File: config.mk
export PLATFORM = sky130hd
export DESIGN_NAME = gcd_scheduler_flat
export DESIGN_NICKNAME = d
export VERILOG_FILES = /design/src/rtl/gcd_scheduler_if.sv /design/src/rtl/gcd_scheduler.sv /design/src/flat_wrapper.sv
export SDC_FILE = /design/constraint.sdc
export NUM_CORES = 1
export LEC_CHECK = 0
export ABC_CLOCK_PERIOD_IN_PS = 1600
export CAP_MARGIN = 15
export CORE_MARGIN = 8
export CORE_UTILIZATION = 45
export DETAILED_ROUTE_END_ITERATION = 10
export DONT_BUFFER_PORTS = 1
export HOLD_SLACK_MARGIN = 0.15
export PLACE_DENSITY = 0.72
export SYNTH_ARGS = -nofsm -noshare
export SYNTH_HDL_FRONTEND = slang
export SYNTH_SLANG_ARGS = --single-unit
File: constraint.sdc
create_clock -name clk -period 1.6 [get_ports clk]
set_input_delay 0.24 -clock clk [delete_from_list [all_inputs] [get_ports clk]]
set_output_delay 0.24 -clock clk [all_outputs]
set_load 0.01 [all_outputs]
File: src/rtl/gcd_scheduler_if.sv
// Client and engine side signals of gcd_scheduler; the scheduler binds the
// slave modport, client logic plus the GCD engine bind the master modport.
interface gcd_scheduler_if #(
  parameter int NUM_REQ = 4,
  parameter int DATA_W  = 8
) ();
  logic [NUM_REQ-1:0]        req;
  logic [NUM_REQ*DATA_W-1:0] op_x;
  logic [NUM_REQ*DATA_W-1:0] op_y;
  logic [NUM_REQ-1:0]        rsp_valid;
  logic [DATA_W-1:0]         rsp_data;
  logic                      rsp_err;
  logic                      busy;
  logic                      eng_start;
  logic [DATA_W-1:0]         eng_x;
  logic [DATA_W-1:0]         eng_y;
  logic                      eng_done;
  logic [DATA_W-1:0]         eng_result;
  logic                      eng_abort;

  modport slave (
    input  req, op_x, op_y, eng_done, eng_result,
    output rsp_valid, rsp_data, rsp_err, busy, eng_start, eng_x, eng_y, eng_abort
  );

  modport master (
    output req, op_x, op_y, eng_done, eng_result,
    input  rsp_valid, rsp_data, rsp_err, busy, eng_start, eng_x, eng_y, eng_abort
  );
endinterface

File: src/rtl/gcd_scheduler.sv
// Round-robin arbiter sharing one subtract-based GCD engine between NUM_REQ clients.
// Optional WAIT watchdog with engine abort is enabled by defining GCD_SCHED_TIMEOUT_EN.
module gcd_scheduler #(
  parameter int NUM_REQ        = 4,
  parameter int DATA_W         = 8,
  parameter int TIMEOUT_CYCLES = 1023
) (
  input  logic            clk,
  input  logic            reset,
  gcd_scheduler_if.slave  bus
);
  localparam int GW = $clog2(NUM_REQ);

  typedef enum logic [1:0] {IDLE, ISSUE, WAIT, RESP} state_t;

  state_t              state_q, state_d;
  logic [GW-1:0]       rr_q, rr_d;
  logic [GW-1:0]       grant_q, grant_d;
  logic [NUM_REQ-1:0]  rsp_valid_q, rsp_valid_d;
  logic [DATA_W-1:0]   rsp_data_q, rsp_data_d;
  logic                busy_q, busy_d;
  logic                eng_start_q, eng_start_d;
  logic [DATA_W-1:0]   eng_x_q, eng_x_d;
  logic [DATA_W-1:0]   eng_y_q, eng_y_d;

  logic [DATA_W-1:0]   op_x_arr [NUM_REQ];
  logic [DATA_W-1:0]   op_y_arr [NUM_REQ];
  logic [NUM_REQ-1:0]  grant_onehot;
  logic                found;
  logic [GW-1:0]       pick;
  logic [GW:0]         sum;
  logic [GW-1:0]       cand;

`ifdef GCD_SCHED_TIMEOUT_EN
  localparam int CNT_W = $clog2(TIMEOUT_CYCLES + 1);
  logic [CNT_W-1:0]    cnt_q, cnt_d;
  logic                rsp_err_q, rsp_err_d;
  logic                eng_abort_q, eng_abort_d;
`endif

  genvar gi;
  generate
    for (gi = 0; gi < NUM_REQ; gi++) begin : g_unpack
      assign op_x_arr[gi] = bus.op_x[gi*DATA_W +: DATA_W];
      assign op_y_arr[gi] = bus.op_y[gi*DATA_W +: DATA_W];
    end
  endgenerate

  assign grant_onehot = NUM_REQ'(1) << grant_q;

  // First requesting index at or above rr_q, wrapping modulo NUM_REQ.
  always_comb begin
    found = 1'b0;
    pick  = '0;
    sum   = '0;
    cand  = '0;
    for (int k = 0; k < NUM_REQ; k++) begin
      sum = {1'b0, rr_q} + (GW+1)'(k);
      if (sum >= (GW+1)'(NUM_REQ)) begin
        sum = sum - (GW+1)'(NUM_REQ);
      end
      cand = sum[GW-1:0];
      if (!found && bus.req[cand]) begin
        found = 1'b1;
        pick  = cand;
      end
    end
  end

  always_comb begin
    state_d     = state_q;
    rr_d        = rr_q;
    grant_d     = grant_q;
    eng_x_d     = eng_x_q;
    eng_y_d     = eng_y_q;
    rsp_valid_d = '0;
    rsp_data_d  = '0;
    eng_start_d = 1'b0;
`ifdef GCD_SCHED_TIMEOUT_EN
    cnt_d       = cnt_q;
    rsp_err_d   = 1'b0;
    eng_abort_d = 1'b0;
`endif
    case (state_q)
      IDLE: begin
        if (found) begin
          grant_d = pick;
          eng_x_d = op_x_arr[pick];
          eng_y_d = op_y_arr[pick];
          state_d = ISSUE;
        end
      end
      ISSUE: begin
        // A zero operand would spin the subtract loop forever, so answer locally.
        if (eng_x_q == '0 || eng_y_q == '0) begin
          rsp_valid_d = grant_onehot;
          rsp_data_d  = (eng_x_q == '0) ? eng_y_q : eng_x_q;
          state_d     = RESP;
        end else begin
          eng_start_d = 1'b1;
          state_d     = WAIT;
`ifdef GCD_SCHED_TIMEOUT_EN
          cnt_d       = '0;
`endif
        end
      end
      WAIT: begin
        // eng_done in the start cycle still belongs to the previous job.
        if (bus.eng_done && !eng_start_q) begin
          rsp_valid_d = grant_onehot;
          rsp_data_d  = bus.eng_result;
          state_d     = RESP;
        end
`ifdef GCD_SCHED_TIMEOUT_EN
        else if (cnt_q == CNT_W'(TIMEOUT_CYCLES - 1)) begin
          rsp_valid_d = grant_onehot;
          rsp_err_d   = 1'b1;
          eng_abort_d = 1'b1;
          state_d     = RESP;
        end else begin
          cnt_d = cnt_q + CNT_W'(1);
        end
`endif
      end
      RESP: begin
        rr_d    = (grant_q == GW'(NUM_REQ - 1)) ? '0 : grant_q + GW'(1);
        state_d = IDLE;
      end
      default: state_d = IDLE;
    endcase
    busy_d = (state_d != IDLE);
  end

  always_ff @(posedge clk) begin
    if (reset) begin
      state_q     <= IDLE;
      rr_q        <= '0;
      grant_q     <= '0;
      rsp_valid_q <= '0;
      rsp_data_q  <= '0;
      busy_q      <= 1'b0;
      eng_start_q <= 1'b0;
      eng_x_q     <= '0;
      eng_y_q     <= '0;
`ifdef GCD_SCHED_TIMEOUT_EN
      cnt_q       <= '0;
      rsp_err_q   <= 1'b0;
      eng_abort_q <= 1'b0;
`endif
    end else begin
      state_q     <= state_d;
      rr_q        <= rr_d;
      grant_q     <= grant_d;
      rsp_valid_q <= rsp_valid_d;
      rsp_data_q  <= rsp_data_d;
      busy_q      <= busy_d;
      eng_start_q <= eng_start_d;
      eng_x_q     <= eng_x_d;
      eng_y_q     <= eng_y_d;
`ifdef GCD_SCHED_TIMEOUT_EN
      cnt_q       <= cnt_d;
      rsp_err_q   <= rsp_err_d;
      eng_abort_q <= eng_abort_d;
`endif
    end
  end

  assign bus.rsp_valid = rsp_valid_q;
  assign bus.rsp_data  = rsp_data_q;
  assign bus.busy      = busy_q;
  assign bus.eng_start = eng_start_q;
  assign bus.eng_x     = eng_x_q;
  assign bus.eng_y     = eng_y_q;

`ifdef GCD_SCHED_TIMEOUT_EN
  assign bus.rsp_err   = rsp_err_q;
  assign bus.eng_abort = eng_abort_q;
`else
  logic unused_cfg;
  assign unused_cfg    = ^TIMEOUT_CYCLES;
  assign bus.rsp_err   = 1'b0;
  assign bus.eng_abort = 1'b0;
`endif
endmodule

File: src/flat_wrapper.sv
// flat-port wrapper written by rule: the top's interface ports become plain ports
module gcd_scheduler_flat 
#(
  parameter int NUM_REQ        = 4,
  parameter int DATA_W         = 8,
  parameter int TIMEOUT_CYCLES = 1023
)
  (clk, reset, bus_req, bus_op_x, bus_op_y, bus_eng_done, bus_eng_result, bus_rsp_valid, bus_rsp_data, bus_rsp_err, bus_busy, bus_eng_start, bus_eng_x, bus_eng_y, bus_eng_abort);
  gcd_scheduler_if #(.NUM_REQ(NUM_REQ), .DATA_W(DATA_W)) bus_i ();
  input  logic clk;
  input  logic reset;
  input wire logic [$bits(bus_i.req)-1:0] bus_req;
  input wire logic [$bits(bus_i.op_x)-1:0] bus_op_x;
  input wire logic [$bits(bus_i.op_y)-1:0] bus_op_y;
  input wire logic [$bits(bus_i.eng_done)-1:0] bus_eng_done;
  input wire logic [$bits(bus_i.eng_result)-1:0] bus_eng_result;
  output wire logic [$bits(bus_i.rsp_valid)-1:0] bus_rsp_valid;
  output wire logic [$bits(bus_i.rsp_data)-1:0] bus_rsp_data;
  output wire logic [$bits(bus_i.rsp_err)-1:0] bus_rsp_err;
  output wire logic [$bits(bus_i.busy)-1:0] bus_busy;
  output wire logic [$bits(bus_i.eng_start)-1:0] bus_eng_start;
  output wire logic [$bits(bus_i.eng_x)-1:0] bus_eng_x;
  output wire logic [$bits(bus_i.eng_y)-1:0] bus_eng_y;
  output wire logic [$bits(bus_i.eng_abort)-1:0] bus_eng_abort;
  assign bus_i.req = bus_req;
  assign bus_i.op_x = bus_op_x;
  assign bus_i.op_y = bus_op_y;
  assign bus_i.eng_done = bus_eng_done;
  assign bus_i.eng_result = bus_eng_result;
  assign bus_rsp_valid = bus_i.rsp_valid;
  assign bus_rsp_data = bus_i.rsp_data;
  assign bus_rsp_err = bus_i.rsp_err;
  assign bus_busy = bus_i.busy;
  assign bus_eng_start = bus_i.eng_start;
  assign bus_eng_x = bus_i.eng_x;
  assign bus_eng_y = bus_i.eng_y;
  assign bus_eng_abort = bus_i.eng_abort;
  gcd_scheduler #(.NUM_REQ(NUM_REQ), .DATA_W(DATA_W), .TIMEOUT_CYCLES(TIMEOUT_CYCLES)) u_core (.clk(clk), .reset(reset), .bus(bus_i));
endmodule
==> results of run 1 <==
-- per-layer routing --
| layer | share of wire | wire length [um] | vias up |
|---|---|---|---|
| li1 | - | - | 1059 |
| met5 | 0 | 0 | - |
| met4 | 0.015 | 116 | 0 |
| met3 | 0.10 | 773 | 11 |
| met1 | 0.40 | 3096 | 1033 |
| met2 | 0.48 | 3672 | 114 |
-- worst register-to-register path, cell delays in order (launching register included) --
cell and delay [ps]:
dfxtp_2 330, or4_4 550, nor3_4 250, o21ai_2 150, a32o_2 280, a21oi_2 110
-- final timing paths --
| kind | slack (ps) | startpoint | cells after the start | end |
|---|---|---|---|---|
| worst max-delay path | -120 | u_core.bus.eng_x[6] | 5 | u_core.bus.busy |
| worst min-delay path | 140 | reset | 2 | u_core.bus.eng_y[3] |
| worst max register to register | -120 | u_core.bus.eng_x[6] | 5 | u_core.bus.busy |
| worst min register to register | 550 | u_core.rr_q[0] | 2 | u_core.rr_q[0] |
-- cell type report --
type	count	share of cell area
Timing Repair Buffer	69	0.1937
Clock inverter	2	0.01095
Tap cell	67	0.02621
Clock buffer	6	0.02269
Sequential cell	36	0.2281
Multi-Input combinational cell	184	0.5066
Inverter	10	0.01174
-- metrics by stage --
step	setup TNS [ps]	instance area, um2	total power (uW)	util	hold WS [ps]
3_3_place_gp	-1274	2700	3485	0.5642	309.8
6_report	-1157	3198	4763	0.6682	137.2
5_1_grt	-3127	3198	5035	0.6682	147.4
2_1_floorplan	-420.4	2360	2691	-	376.0
3_5_place_dp	-1766	2700	3520	0.5642	311.1
4_1_cts	-999.2	2989	4483	0.6246	-3.944
-- cell families (layout without fill, tap and decap cells) --
logic type	count (synthesis)	after routing	share of synthesized area
and+or+nand+nor	81	81	0.2379
other	1	2	0.001666
AOI/OAI and AO/OA	71	72	0.2335
buffers and inverters	31	87	0.06781
muxes	20	20	0.08894
DFF	36	36	0.3202
adders and majority gates	9	9	0.05003
-- layout by cell type (no fill, tap or decap), types with 3 or more instances in the layout --
master / count
a211o_1: 3
a21oi_1: 12
and2_1: 7
and4_1: 8
buf_4: 45
buf_6: 9
buf_8: 3
clkbuf_8: 5
dfxtp_1: 33
dlygate4sd3_1: 9
ha_1: 8
inv_1: 10
mux2i_1: 18
nand2_1: 6
nand3b_1: 14
nand4_1: 6
nor2_1: 10
o211ai_1: 3
o21ai_1: 5
o21ai_2: 6
o21bai_1: 3
o221ai_1: 8
o221ai_2: 5
o31a_1: 6
or3_4: 3
-- flip-flops by register name, indices dropped and copies added, names as in the netlist --
signal and count:
u_core.bus.busy 1, u_core.bus.eng_start 1, u_core.state_q 2, u_core.bus.rsp_valid 4, u_core.bus.eng_y 8, u_core.grant_q 2, u_core.bus.eng_x 8, u_core.rr_q 2
u_core.bus.rsp_data 8
-- repair_timing --
| item | in CTS | in global routing |
|---|---|---|
| hold endpoints to repair | 27 | 18 |
| gates resized for setup | 19 | 41 |
| setup buffers | 5 | 3 |
| cloned | 0 | 2 |
| setup endpoints to repair | 29 | 31 |
| hold buffers | 8 | 1 |
| pin swaps | 12 | 25 |
-- power by group through the flow --
stage | Sequential (uW) | Clock (uW) | Combinational [uW]
2_1_floorplan | 1430 | 0 | 1260
3_3_place_gp | 1320 | 0 | 2170
3_5_place_dp | 1320 | 0 | 2200
4_1_cts | 1300 | 809 | 2370
5_1_grt | 1330 | 848 | 2860
6_report | 1310 | 806 | 2650
==> results.py, run 1 <==
metrics = {
    "timing": {
        "rsz0062_at_grt": "yes",
        "setup_viol": 21,
        "tightest_slew_ps": 760.1,
        "fin_skew_ps": 6.036,
        "slew_violations": 0,
        "slew_headroom": 0.4916,
        "hold_violations": 0,
        "setup_slack_ps": -115.5,
        "fin_crit_ps": 1716,
        "max_clock_freq_ghz": 0.5829,
        "fin_crit_sh": 1.072,
    },
    "cts": {
        "cts.reportedPaths.clkPinSlew_ps": 70,
        "cts.htree.levels": 2,
        "cts_buffers": 5,
        "cts_sinks": 36,
        "clock_path_buffers": 2,
        "cts_tree": "done",
        "cts_root_buf": "clkbuf_8",
        "clock_latency_ps": 300,
    },
    "setup_path": {
        "worst_path_max_delay_cell": "or4_4",
        "slowest_delay_ps": 550,
        "required_ps": 1830,
        "path_cells": "or4_4, nor3_4, o21ai_2, a32o_2, a21oi_2",
        "critPathArrivalTime_ps": 1940,
        "setup.worst_path.start_class": "flop",
        "worstSetupEndpointType": "flop",
        "path_buf_inv": 0,
        "cp_max_fo": 7,
        "critPathKind": "reg2reg",
        "cp_top_family": "simple AND/OR/NAND/NOR gates",
    },
    "grt": {
        "grt.met2_usage": 0.3056,
        "antenna_found_initial": 0,
        "grt.met1_usage": 0.2146,
        "gr-usage-met3": 0.08034,
        "busiest_layer": "met2",
        "grt_use_total": 0.1868,
        "grt-ovfl-total": 0,
        "grt_max_degree": 38,
        "grt_pass1_wl_um": 10950,
        "grt_pass1_vias": 2086,
    },
    "power_and_ir_drop": {
        "clockPowerShare": 0.169,
        "p_int_uw": 2938,
        "p_switching_uw": 1825,
        "p_per_area_mw_per_mm2": 1489,
        "p_leak_uw": 0.001274,
        "p_comb_frac": 0.557,
        "ir_worst_vdd_mv": 0.6057,
        "p_seq_frac": 0.274,
        "p_sw_frac": 0.3831,
    },
    "logic_synthesis": {
        "yosysMostFrequentCell": "dfxtp_1",
        "synth.ff_latch_count": 36,
        "synth_commonest_cells": "36 x dfxtp_1, 20 x mux2i_1, 14 x nand3b_1, 13 x a21oi_1, 13 x o221ai_1",
        "synthFlopType": "dfxtp_1",
        "ys_seq_area_frac": 0.3202,
        "yosysUniqueCellTypes": 52,
        "async_flop_share": 0,
        "syn_area_mm2": 0.002251,
        "synthTopCellsByArea": "dfxtp_1 32%, mux2i_1 8.9%, o221ai_1 5.1%",
        "syn_avg_cell_area_um2": 9.040,
        "synth_edf_count": 0,
        "yosys_warnings": 0,
        "synth_top_cell_by_area": "dfxtp_1",
        "synth_top_cell_area_share": 0.3202,
        "syn-instance-count": 249,
    },
    "finish": {
        "multi_input_area_mm2": 0.001620,
        "stdcell_count": 374,
        "regArea_um2": 729.5,
        "areaGrowthSynthToFinish_pct": 42.08,
        "nNetsFinal": 394,
        "diodes": 0,
        "final_layout_size_suffix_gt1_frac": 0.3811,
        "fillers": 380,
    },
    "floorplanning": {
        "core_region_area_mm2": 0.004786,
        "num_io_pins": 111,
        "rows": 25,
        "die_w_um": 86.73,
        "die_area_mm2": 0.007521,
        "initial_core_util": 0.4703,
        "die_y_um": 86.73,
    },
    "placed_design": {
        "gp_congestion": 0.8652,
        "port_buffers": 0,
        "dp_cells": 347,
        "dp_hpwl_um": 5668,
        "post-place-ws_ps": -117.7,
    },
    "drt": {
        "drc": 0,
        "drtIter0Drc": 93,
        "wl_um": 7657,
        "ant_nets": 0,
        "first_pass_iters": 4,
        "wire_per_inst_um": 20.47,
        "dr_total_vias": 2217,
        "avgViaCountPerCell": 5.928,
    },
    "run": {
        "max_cap_viol_count": 0,
    },
    "outcome": {
        "violations": "negative setup slack",
        "status": "complete, but fails checks",
    },
    "hold_path": {
        "hp-class": "in2reg",
    },
}
Power figures use the tool's default switching activity.
==> run 2: changes to the inputs <==
Settings changed: ABC_CLOCK_PERIOD_IN_PS 1600 to 1700, PLACE_DENSITY 0.72 to 0.7.
Clock period 1.6 ns to 1.7 ns, I/O delays scaled along.
==> results.py, run 2 (same netlist as run 1, synthesis figures left out) <==
metrics = {
    "finish": {
        "areaGrowthSynthToFinish_pct": 31.80,
        "layout.cells.most_common": "buf_4",
        "final_layout_size_suffix_gt1_frac": 0.3219,
        "layout_common_cells": "41 x buf_4, 32 x dfxtp_1, 19 x mux2i_1, 14 x nand3b_1",
        "diodes": 0,
        "design_area_mm2": 0.002967,
        "nNetsFinal": 379,
    },
    "power_and_ir_drop": {
        "p_per_area_mw_per_mm2": 1398,
        "p_total_uw": 4146,
        "ir_worst_vdd_mv": 0.7727,
        "p_leak_uw": 0.001155,
    },
    "cts": {
        "cts_root_buf": "clkbuf_8",
        "hold_buffers": 10,
        "cts.reportedPaths.clkPinSlew_ps": 70,
        "clock_path_buffers": 2,
        "cts_tree": "done",
        "cts_sinks": 36,
        "cts_buffers": 5,
        "clock_latency_ps": 290,
        "cts.htree.levels": 2,
    },
    "floorplanning": {
        "core_region_area_mm2": 0.004786,
        "die_w_um": 86.73,
        "initial_core_util": 0.4703,
        "die_area_mm2": 0.007521,
        "die_y_um": 86.73,
        "rows": 25,
        "num_io_pins": 111,
    },
    "drt": {
        "wire_per_inst_um": 20.33,
        "drtIter0Drc": 103,
        "ant_nets": 0,
        "drc": 0,
        "avgViaCountPerCell": 5.911,
        "wl_um": 7298,
        "dr_total_vias": 2122,
        "first_pass_iters": 4,
    },
    "grt": {
        "grt_max_degree": 38,
        "grt_pass1_wl_um": 10740,
        "grt_use_total": 0.1828,
        "antenna_found_initial": 0,
        "grt_pass1_vias": 2173,
        "grt-ovfl-total": 0,
    },
    "setup_path": {
        "startpoint": "u_core.bus.eng_x[3]",
        "critPathKind": "reg2reg",
        "critPathArrivalTime_ps": 1980,
        "endpoint": "u_core.bus.busy",
        "required_ps": 1930,
        "cp_max_fo": 6,
        "setup.worst_path.start_class": "flop",
        "regToRegSetupSlack_ps": -50,
        "timing.rr.start": "u_core.bus.eng_x[3]",
        "worstSetupEndpointType": "flop",
        "rr_worst_depth": 5,
        "reg2reg_to": "u_core.bus.busy",
    },
    "timing": {
        "fin_crit_sh": 1.029,
        "setup_slack_ps": -50.04,
        "slew_violations": 0,
        "hold_violations": 0,
        "setup_viol": 7,
        "rsz0062_at_grt": "yes",
        "finalSetupTns_ps": -103.6,
        "whs_ps": 22.95,
        "max_clock_freq_ghz": 0.5714,
        "fin_skew_ps": 8.736,
        "fin_crit_ps": 1750,
    },
    "outcome": {
        "violations": "negative setup slack",
        "status": "complete, but fails checks",
    },
    "placed_design": {
        "dp_hpwl_um": 5531,
        "port_buffers": 0,
        "post_dp_cell_area_mm2": 0.002531,
        "gp_congestion": 0.8640,
        "post-place-ws_ps": -33.81,
    },
    "run": {
        "max_cap_viol_count": 0,
    },
    "hold_path": {
        "hp-class": "in2reg",
    },
}
## run 2: changes by cell type in the layout (fill, tap and decap cells not counted), moves of 2 or more
cell,change
buf_8,-3
o221ai_1,+3
buf_4,-4
nand2b_4,-2
nand2b_1,+2
o221ai_2,-3
and2_1,-2
buf_6,-5
dfxtp_2,+2
buf_12,-2
## run 2: worst min-delay path by stage
stage                             end  slack, ps  depth (start not counted)              start
6_report              u_core.bus.busy         20                          1              reset
5_1_grt               u_core.bus.busy         20                          1              reset
4_1_cts               u_core.bus.busy         20                          1              reset
3_5_place_dp          u_core.bus.busy        320                          1              reset
3_3_place_gp          u_core.bus.busy        320                          1              reset
2_1_floorplan  u_core.bus.rsp_data[0]        390                          2  bus_eng_result[0]
## run 2: worst max-delay path, cell delays in order, from the launching register on
cell     delay [ps]
dfxtp_1         310
or4_4           550
nor3_4          290
o21ai_2         120
a32o_1          290
a21oi_2         130
## run 2: power breakdown
part | internal, uW | switching [uW] | total, uW | leakage [uW]
Sequential | 1070 | 160 | 1230 | 0.000297
Combinational | 1090 | 1190 | 2280 | 0.000813
Clock | 331 | 304 | 635 | 0.0000455
Total | 2490 | 1650 | 4150 | 0.00116
## run 2: final cells by class
type                       instances  area (um2)
fill                             406        1819
multi-input combinational        183        1574
sequential                        36       728.2
timing repair buffer              55       452.9
clock buffer                       8       90.09
tap                               67       83.83
inverter                          10       37.54
## run 2: layer usage
metal / global-route usage / wire length [um]
met5: 0 / 0
met4: 0.07042 / 106
met3: 0.07372 / 686
met2: 0.3014 / 3617
met1: 0.2050 / 2888
## run 2: timing repair
item | 4_1_cts | 5_1_grt
pin swaps | 1 | 15
endpoints found under the hold margin | 26 | 11
gates cloned | 0 | 0
setup buffers | 0 | 5
setup endpoints to repair | 23 | 31
resized for setup | 7 | 49
## run 2: per-stage QoR
stage / cells / utilization
4_1_cts: 354 / 0.5736
2_1_floorplan: 250 / -
6_report: 359 / 0.6199
3_3_place_gp: 336 / 0.5289
3_5_place_dp: 336 / 0.5289
5_1_grt: 359 / 0.6199
==> run 3: changes to the inputs <==
Settings changed: CTS_BUF_LIST set to sky130_fd_sc_hd__clkbuf_4 sky130_fd_sc_hd__clkbuf_8.
==> results.py, run 3 (same netlist as run 1, synthesis figures left out) <==
metrics = {
    "setup_path": {
        "worstSetupEndpointType": "flop",
        "rr_worst_depth": 5,
        "critPathKind": "reg2reg",
        "setup.worst_path.start_class": "flop",
        "critPathArrivalTime_ps": 1950,
        "regToRegSetupSlack_ps": -20,
        "cp_max_fo": 6,
        "reg2reg_to": "u_core.bus.busy",
        "required_ps": 1930,
        "timing.rr.start": "u_core.bus.eng_x[3]",
        "path_cells": "or4_4, nor3_4, o21ai_2, a32o_1, a21oi_2",
        "worst_path_max_delay_cell": "or4_4",
        "slowest_delay_ps": 550,
    },
    "floorplanning": {
        "die_w_um": 86.73,
        "rows": 25,
        "initial_core_util": 0.4703,
        "die_area_mm2": 0.007521,
        "core_region_area_mm2": 0.004786,
        "die_y_um": 86.73,
        "num_io_pins": 111,
    },
    "power_and_ir_drop": {
        "p_leak_uw": 0.001162,
        "p_total_uw": 4167,
        "clockPowerShare": 0.161,
        "p_seq_frac": 0.296,
        "p_per_area_mw_per_mm2": 1403,
        "p_sw_frac": 0.3943,
        "ir_worst_vdd_mv": 0.7742,
        "p_int_uw": 2524,
        "p_switching_uw": 1643,
        "p_comb_frac": 0.543,
    },
    "cts": {
        "cts_tree": "done",
        "cts_buffers": 5,
        "cts.htree.levels": 2,
        "hold_buffers": 10,
        "clock_path_buffers": 2,
        "cts_sinks": 36,
        "cts_root_buf": "clkbuf_8",
        "clock_latency_ps": 290,
        "cts.reportedPaths.clkPinSlew_ps": 70,
    },
    "grt": {
        "antenna_found_initial": 0,
        "grt_pass1_vias": 2190,
        "grt_max_degree": 38,
        "grt_use_total": 0.1830,
        "grt_pass1_wl_um": 10750,
        "grt-ovfl-total": 0,
    },
    "drt": {
        "drc": 0,
        "first_pass_iters": 5,
        "dr_total_vias": 2145,
        "ant_nets": 0,
        "drtIter0Drc": 80,
        "wire_per_inst_um": 20.34,
        "wl_um": 7303,
        "avgViaCountPerCell": 5.975,
    },
    "timing": {
        "setup_slack_ps": -15.71,
        "max_clock_freq_ghz": 0.5829,
        "rsz0062_at_grt": "yes",
        "fin_skew_ps": 5.042,
        "fin_crit_sh": 1.009,
        "setup_viol": 2,
        "fin_crit_ps": 1716,
        "hold_violations": 0,
        "finalSetupTns_ps": -30.57,
        "slew_violations": 0,
    },
    "finish": {
        "stdcell_count": 359,
        "layout_common_cells": "41 x buf_4, 32 x dfxtp_1, 19 x mux2i_1, 14 x nand3b_1, 12 x a21oi_1",
        "diodes": 0,
        "layout.cells.most_common": "buf_4",
        "final_layout_size_suffix_gt1_frac": 0.3253,
        "design_area_mm2": 0.002970,
        "nNetsFinal": 379,
        "areaGrowthSynthToFinish_pct": 31.96,
    },
    "run": {
        "max_cap_viol_count": 0,
    },
    "hold_path": {
        "whs_endpoint": "u_core.bus.busy",
        "hp-class": "in2reg",
        "whs_path_depth": 1,
        "hold_path.startpoint": "reset",
    },
    "placed_design": {
        "gp_congestion": 0.8640,
        "post_dp_cell_area_mm2": 0.002531,
        "dp_hpwl_um": 5531,
        "dp_cells": 336,
        "port_buffers": 0,
    },
    "outcome": {
        "status": "complete, but fails checks",
        "violations": "negative setup slack",
    },
}
-- run 3: area by class of cell --
cell class	instances	area [um2]
Fill cell	404	1815
Multi-Input combinational cell	183	1570
Sequential cell	36	728.2
Timing Repair Buffer	55	452.9
Clock buffer	8	97.59
Tap cell	67	83.83
Inverter	10	37.54
-- run 3: critical path: cells and delay by family (launching register included) --
family / cells / cell delay (ps)
simple gates: 2 / 830
compound gates: 3 / 510
flops: 1 / 310
-- run 3: per-layer routing --
layer | wire, um | track usage | up-vias
li1 | - | - | 1023
met1 | 2887 | 0.2045 | 1006
met2 | 3557 | 0.3028 | 104
met3 | 715 | 0.07372 | 12
met4 | 143 | 0.07042 | 0
met5 | 0 | 0 | -
-- run 3: power groups by stage --
stage	combinational (uW)	sequential, uW	clock, uW
detailed placement	1880	1240	0
finish	2260	1230	669
CTS	1950	1230	676
floorplan	1100	1340	0
global route	2440	1260	711
global placement	1860	1240	0
-- run 3: metrics by stage --
step / hold slack [ps] / util / worst slack, ps
finish: 18.88 / 0.6207 / -15.71
global route: 15.61 / 0.6207 / -108.6
CTS: 18.33 / 0.5752 / -6.373
detailed placement: 323.5 / 0.5289 / -33.81
global placement: 323.9 / 0.5289 / -0.02642
floorplan: 391.0 / - / -27.37
-- run 3: worst max-delay path by stage --
stage                                   start                   to  slack [ps]  cells after the start
after floorplan           u_core.bus.eng_y[3]      u_core.bus.busy         -30                      5
after global placement    u_core.bus.eng_y[3]      u_core.bus.busy       -0.03                      5
after detailed placement       u_core.rr_q[1]  u_core.bus.eng_x[6]         -30                      5
after CTS                 u_core.bus.eng_x[3]      u_core.bus.busy          -6                      5
after global routing      u_core.bus.eng_x[3]      u_core.bus.busy        -110                      5
final                     u_core.bus.eng_x[3]      u_core.bus.busy         -20                      5
-- run 3: timing repair --
action / 4_1_cts / 5_1_grt
hold endpoints to repair: 25 / 11
gates resized for setup: 7 / 48
setup buffers: 0 / 5
pin swaps: 1 / 12
endpoints found under the setup margin: 24 / 31
